### config.mk
export PLATFORM = sky130hd
export DESIGN_NAME = hdmi_src_sched
export DESIGN_NICKNAME = d
export VERILOG_FILES = /design/src/rtl/hdmi_src_sched.sv
export SDC_FILE = /design/constraint.sdc
export NUM_CORES = 1
export LEC_CHECK = 0
export BUFFER_PORTS_ARGS = -buffer_cell sky130_fd_sc_hd__buf_2
export CAP_MARGIN = 20
export CORE_ASPECT_RATIO = 1.5
export CORE_UTILIZATION = 60
export CTS_CLUSTER_DIAMETER = 150
export DETAILED_ROUTE_END_ITERATION = 10
export HOLD_SLACK_MARGIN = 0.02
export PLACE_DENSITY = 0.88
export RECOVER_POWER = 25
export SLEW_MARGIN = 20
export SYNTH_ARGS = -nofsm -noshare
export SYNTH_HDL_FRONTEND = slang
export SYNTH_SLANG_ARGS = --single-unit
export TNS_END_PERCENT = 30
### constraint.sdc
create_clock -name clk -period 4.1 [get_ports clk]
set_clock_uncertainty 0.2 [all_clocks]
set_input_delay 0.82 -clock clk [delete_from_list [all_inputs] [get_ports clk]]
set_output_delay 0.82 -clock clk [all_outputs]
set_load 0.02 [all_outputs]
### src/rtl/hdmi_src_sched.sv
// Source scheduler for the HDMI mux: moves the USB/Ethernet select only on frame
// boundaries, blocks reads for a guard window after each move, and can fail over on starvation.
module hdmi_src_sched #(
  parameter int FRAME_BYTES  = 1024,
  parameter int GUARD_CYCLES = 4,
  parameter int IDLE_TIMEOUT = 256
) (
  input  logic                           clk,
  input  logic                           rst_n,
  input  logic                           sel_req,
  input  logic                           auto_en,
  input  logic                           usb_empty,
  input  logic                           eth_empty,
  input  logic                           mux_empty_in,
  input  logic                           rd_en_in,
  output logic                           ctrl,
  output logic                           rd_en_out,
  output logic                           empty_out,
  output logic                           switching,
  output logic [$clog2(FRAME_BYTES)-1:0] byte_cnt,
  output logic [7:0]                     switch_cnt
);

  localparam int CW = $clog2(FRAME_BYTES);
  localparam int GW = $clog2(GUARD_CYCLES + 1);
  localparam int IW = $clog2(IDLE_TIMEOUT + 1);
  localparam logic [CW-1:0] LAST_BYTE  = CW'(FRAME_BYTES - 1);
  localparam logic [GW-1:0] GUARD_LAST = GW'(GUARD_CYCLES - 1);
  localparam logic [IW-1:0] IDLE_MAX   = IW'(IDLE_TIMEOUT);

  typedef enum logic [1:0] {
    RUN,
    PEND,
    GUARD
  } state_t;

  state_t        state;
  state_t        state_nxt;
  logic [GW-1:0] guard_cnt;
  logic [IW-1:0] idle_cnt;
  logic          active_empty;
  logic          other_empty;
  logic          target;
  logic          flip;
  logic          acc;

  // Auto mode only proposes the other source once it has data and ours has starved.
  always_comb begin
    active_empty = ctrl ? eth_empty : usb_empty;
    other_empty  = ctrl ? usb_empty : eth_empty;
    if (auto_en) begin
      target = ((idle_cnt == IDLE_MAX) && !other_empty) ? ~ctrl : ctrl;
    end else begin
      target = sel_req;
    end
  end

  always_comb begin
    state_nxt = state;
    rd_en_out = rd_en_in;
    empty_out = mux_empty_in;
    switching = 1'b0;
    flip      = 1'b0;
    case (state)
      RUN: begin
        if (target != ctrl) state_nxt = PEND;
      end
      PEND: begin
        // At the boundary nothing of the next frame may come from the old source.
        if (byte_cnt == '0) begin
          rd_en_out = 1'b0;
          empty_out = 1'b1;
          switching = 1'b1;
        end
        if (target == ctrl) begin
          state_nxt = RUN;
        end else if (byte_cnt == '0) begin
          flip      = 1'b1;
          state_nxt = GUARD;
        end
      end
      GUARD: begin
        rd_en_out = 1'b0;
        empty_out = 1'b1;
        switching = 1'b1;
        if (guard_cnt == GUARD_LAST) state_nxt = RUN;
      end
      default: state_nxt = RUN;
    endcase
  end

  assign acc = rd_en_out & ~mux_empty_in;

  always_ff @(posedge clk or negedge rst_n) begin
    if (!rst_n) begin
      state      <= RUN;
      ctrl       <= 1'b0;
      guard_cnt  <= '0;
      idle_cnt   <= '0;
      byte_cnt   <= '0;
      switch_cnt <= '0;
    end else begin
      state <= state_nxt;
      if (flip) begin
        ctrl      <= ~ctrl;
        guard_cnt <= '0;
        if (switch_cnt != 8'hFF) switch_cnt <= switch_cnt + 8'd1;
      end else if (state == GUARD) begin
        guard_cnt <= guard_cnt + 1'b1;
      end
      if (acc) begin
        byte_cnt <= (byte_cnt == LAST_BYTE) ? '0 : byte_cnt + 1'b1;
      end
      // Starvation is measured per source, so a select change restarts the count.
      if (flip || !active_empty) begin
        idle_cnt <= '0;
      end else if (idle_cnt != IDLE_MAX) begin
        idle_cnt <= idle_cnt + 1'b1;
      end
    end
  end

endmodule
==> Word level (Yosys, flattened, before mapping) <==
Index checks and enable logic that the tools add are counted.
Widths: inputs -> output; s select.
{ "word_totals": {"reg_bits": 33, "ramBits": 0, "word_cells": 57, "latch_bits": 0, "rom_bits": 0, "in_bits": 8, "memories": 0} }
{ "classes": {"bitwise_logic": 3, "div": 0, "n_eq_ne": 12, "multipliers": 0, "add_sub_neg": 4, "n_reduce_logical": 10, "n_mux": 22, "order_cmp": 0, "shifts": 0} }
{ "op_table": {"columns": ["op", "n"], "rows": [
  ["$mux 9", 2],
  ["$add 10x1->10 const B", 1],
  ["$eq 10x10->1 const B", 1],
  ["$logic_not 10->1", 1],
  ["$mux 10", 1],
  ["$add 9x1->9 const B", 1],
  ["$eq 9x9->1 const B", 1],
  ["$mux 1", 9],
  ["$ne 9x9->1 const B", 1],
  ["$add 8x1->8 const B", 1],
  ["$mux 2", 4],
  ["$ne 8x8->1 const B", 1],
  ["$mux 3", 2],
  ["$pmux 1 s2", 3],
  ["$pmux 2 s3", 1],
  ["$ne 2x2->1 const B", 2],
  ["$reduce_bool 2->1", 2],
  ["$add 3x1->3 const B", 1],
  ["$eq 3x2->1 const B", 1],
  ["$ne 3x3->1 const B", 1],
  ["$reduce_and 3->1", 1],
  ["$eq 2x1->1 const B", 1],
  ["$eq 2x2->1 const B", 1],
  ["$logic_not 1->1", 2],
  ["8 further kinds", 9]
]} }

==> Longest topological paths before layout <==
{ "logic_depth": {"word_depth": 10, "depth_mapped": 8, "mapped_depth_nobuf": 7} }

==> Worst setup path after synthesis <==
Ideal clock, no wire load.
{ "synth_path": {"path_type": "reg-to-output", "start": "register byte_cnt[0]", "end": "output rd_en_out", "setup_slack_ns": 1.364, "arrival_time_ns": 1.716, "stages_incl_launch_ff": 6, "path_cell_list": "dfrtp_1 inv_1 ha_1 nor3b_1 a31o_2 a21boi_0"} }
{ "synth_between": {"elab_chain_cells": 3} }
{ "synth_lines": {"columns": ["element", "line_no", "text"], "rows": [
  ["start: declaration", "20", "output logic [$clog2(FRAME_BYTES)-1:0] byte_cnt,"],
  ["start signal: assignment", "112", "byte_cnt <= (byte_cnt == LAST_BYTE) ? '0 : byte_cnt + 1'b1;"],
  ["$logic_not 10->1", "70", "if (byte_cnt == '0) begin"],
  ["$mux 1", "70", null],
  ["$pmux 1 s2", "64", "case (state)"],
  ["end: declaration", "17", "output logic rd_en_out,"]
]} }
Every way passes these cells.

==> Worst setup path after layout <==
{ "layout_path": {"start": "register byte_cnt[0]", "end": "output empty_out"} }
{ "layout_between": {"elab_chain_cells": 3} }
{ "layout_lines": {"columns": ["element", "line_no", "text"], "rows": [
  ["$logic_not 10->1", "70", null],
  ["$mux 1", "70", null],
  ["$pmux 1 s2", "64", null],
  ["end: declaration", "18", "output logic empty_out,"]
]} }
Every way passes these cells.

==> metrics.txt <==
largest net degree at the start of global routing 34; synthesized area 1860 µm²; Post-synth top flop dfrtp_1; Worst Path Required 3.08 ns; Internal 0.000686 W; Syn Inst Count 184; DIE WIDTH 47.5 µm; Final #Nets 234; layout cells sized above 1 22.6%; area leader, netlist dfrtp_1; clock power share 20.9%; gr usage total 26.1%; period utilisation layout 71.9%; Max Cap Viol 1; # DRC 0; cells taking the most area after synthesis dfrtp_1 44%, ha_1 6.7%, xnor2_1 6.6%; Final Util 71.8%; number of vias per cell 5.64; worst setup margin 1.15 ns; Fin Hold WS 0.341 ns; clk_lat worst skew 0.29 ns; failing checks max-capacitance violations, max-slew violations; Final Max Slew Viols 34; Die Y-Extent 70.2 µm; clock sink count 33; CTS tree built; first-pass GRT wire length 6170 µm; Max Buffers Root-to-Sink 2; Detail Placement HPWL 2600 µm; #FFs+latches synth 33; Worst-Margin Slew 1.71 ns; Net Sw Power 0.000450 W; Final Power 0.00114 W; Seq/Total Area, Yosys 44.4%; yosys warns 0; Sw Ratio 39.6%; initial core utilization 63.3%; setup TNS 0 ns; VDD IR max 374 µV; Placer Congestion 0.825; Post-synth EDFFs 0; total core area 2940 µm²; Final Critical Period 2.95 ns; Flop pwr share 43.2%; fill cell count 260; share of Yosys cell area claimed by the top area cell type 44.4%; grt ovf 0; Final Hold Vio Count 0; Comb power frac 35.9%; Mapped Avg Cell Area 10.1 µm²; First-pass DRT Iterations 4; io pins 30; post-CTS resize count 0; post-synthesis async set-or-reset flop share 100%; RSZ-0062 raised after global routing false; outcome finished with violations; Port Buf Inserts 29; post-CTS setup repair buffer count 0; CTS clk-pin slew, worst paths 0.07 ns; DR WL/cell 13.5 µm; net count after synthesis 202; Row Count 24; maximum clock frequency 339 MHz; Yosys cell types 42; Setup-failing EPs final 0; Cell Pwr Density 537 nW/µm²; initial antenna violation count 0; Leak 1.02 nW; Routed Antenna Nets 0; count of hold-fix buffers inserted at cts 0; synth-to-layout area growth 13.5%; Root Buffer clkbuf_8; DRT iter0 DRCs 43; CTS buffer count 5; Hold Crit Class flop to flop; Vias 1444; CP Launch Type flop; CP Max Fanout 5; DP Worst Slack 1.46 ns; number of global-route vias before repair 1398; Die Footprint 3330 µm²; H-Tree Depth 2; detailed-route wire length 3450 µm; crit end category output port; critical path class flop to output port; arrival time at the worst endpoint 1.93 ns; antenna fix cells 0; max_slew headroom -14.1%
[registers in the layout, indices dropped and copies added, names as in the netlist]
| name | count |
|---|---|
| ctrl | 1 |
| guard_cnt | 3 |
| state | 2 |
| byte_cnt | 10 |
| idle_cnt | 9 |
| switch_cnt | 8 |
[kinds of logic after synthesis]
family,count (synthesis),share of synthesized area [%]
flip-flops,33,44.4
AO/OA/AOI/OAI,30,10.3
buffers and inverters,16,3.90
adder cells (fa/ha/maj),10,6.72
multiplexers,7,4.44
AND/OR/NAND/NOR,69,21.4
XOR/XNOR,19,8.94
[Yosys cell counts, types with 3 or more instances]
cell type,count
nand2b_1,4
nor2_1,15
xnor2_1,14
ha_1,10
o21ai_0,10
inv_1,12
and4_1,3
and3_1,6
mux2i_1,3
nand2_1,11
a21oi_1,6
xor2_1,5
nand3_1,15
dfrtp_1,33
nand4_1,4
[metal layers]
layer	track usage [%]	vias up	wire (µm)
met2	41.6	32	1800
li1	-	710	-
met5	0	-	0
met4	10.5	0	84
met3	7.24	9	130
met1	31.9	693	1440
[worst paths after layout]
kind / from / slack, ns / end / depth (start not counted)
max: byte_cnt[0]$_DFFE_PN0P_ / 1.15 / empty_out / 7
min: switch_cnt[3]$_DFFE_PN0P_ / 0.34 / switch_cnt[3]$_DFFE_PN0P_ / 1
max reg2reg: byte_cnt[0]$_DFFE_PN0P_ / 1.66 / switch_cnt[1]$_DFFE_PN0P_ / 7
min reg2reg: switch_cnt[3]$_DFFE_PN0P_ / 0.34 / switch_cnt[3]$_DFFE_PN0P_ / 1
max in group asynchronous: rst_n / 1.94 / switch_cnt[7]$_DFFE_PN0P_ / 1
min in group asynchronous: rst_n / 0.77 / switch_cnt[0]$_DFFE_PN0P_ / 1
[per-stage QoR]
| stage | cells | instance area [µm²] |
|---|---|---|
| 2_1_floorplan | 184 | 1860 |
| 3_3_place_gp | 248 | 2030 |
| 3_5_place_dp | 248 | 2030 |
| 4_1_cts | 256 | 2110 |
| 5_1_grt | 256 | 2110 |
| 6_report | 256 | 2110 |
[power groups by stage]
stage	logic, W	clock network [W]	registers (W)
2_1_floorplan	0.000270	0	0.000518
3_5_place_dp	0.000411	0	0.000496
6_report	0.000407	0.000238	0.000491
3_3_place_gp	0.000399	0	0.000489
5_1_grt	0.000464	0.000257	0.000504
4_1_cts	0.000414	0.000245	0.000490
[cell usage in the layout, fill, tap and decap left out, drive strengths merged, types with 5 or more instances in the layout]
cell,instances
clkbuf,6
and3,6
nand3,15
xnor2,14
ha,10
nand4,6
o21ai,10
dfrtp,33
xor2,5
a21oi,7
inv,12
buf,28
nand2,11
nor2,15
[area by class of cell]
type                       instances  area (µm²)  share of cell area [%]
clock buffer                       5        68.8                    3.26
clock inverter                     3        17.5                   0.829
inverter                          12        45.0                    2.13
multi-input combinational        135         963                    45.6
sequential                        33         826                    39.1
tap                               39        48.8                    2.31
timing repair buffer              29         144                    6.81
[worst max-delay path, cell delays in order (launching register included)]
cell,delay [ns]
dfrtp_1,0.42
inv_1,0.10
ha_1,0.13
nor3b_1,0.29
and3_1,0.23
o21ai_0,0.09
a32oi_1,0.18
buf_2,0.20
No activity file was read; power rests on OpenSTA's default activity.
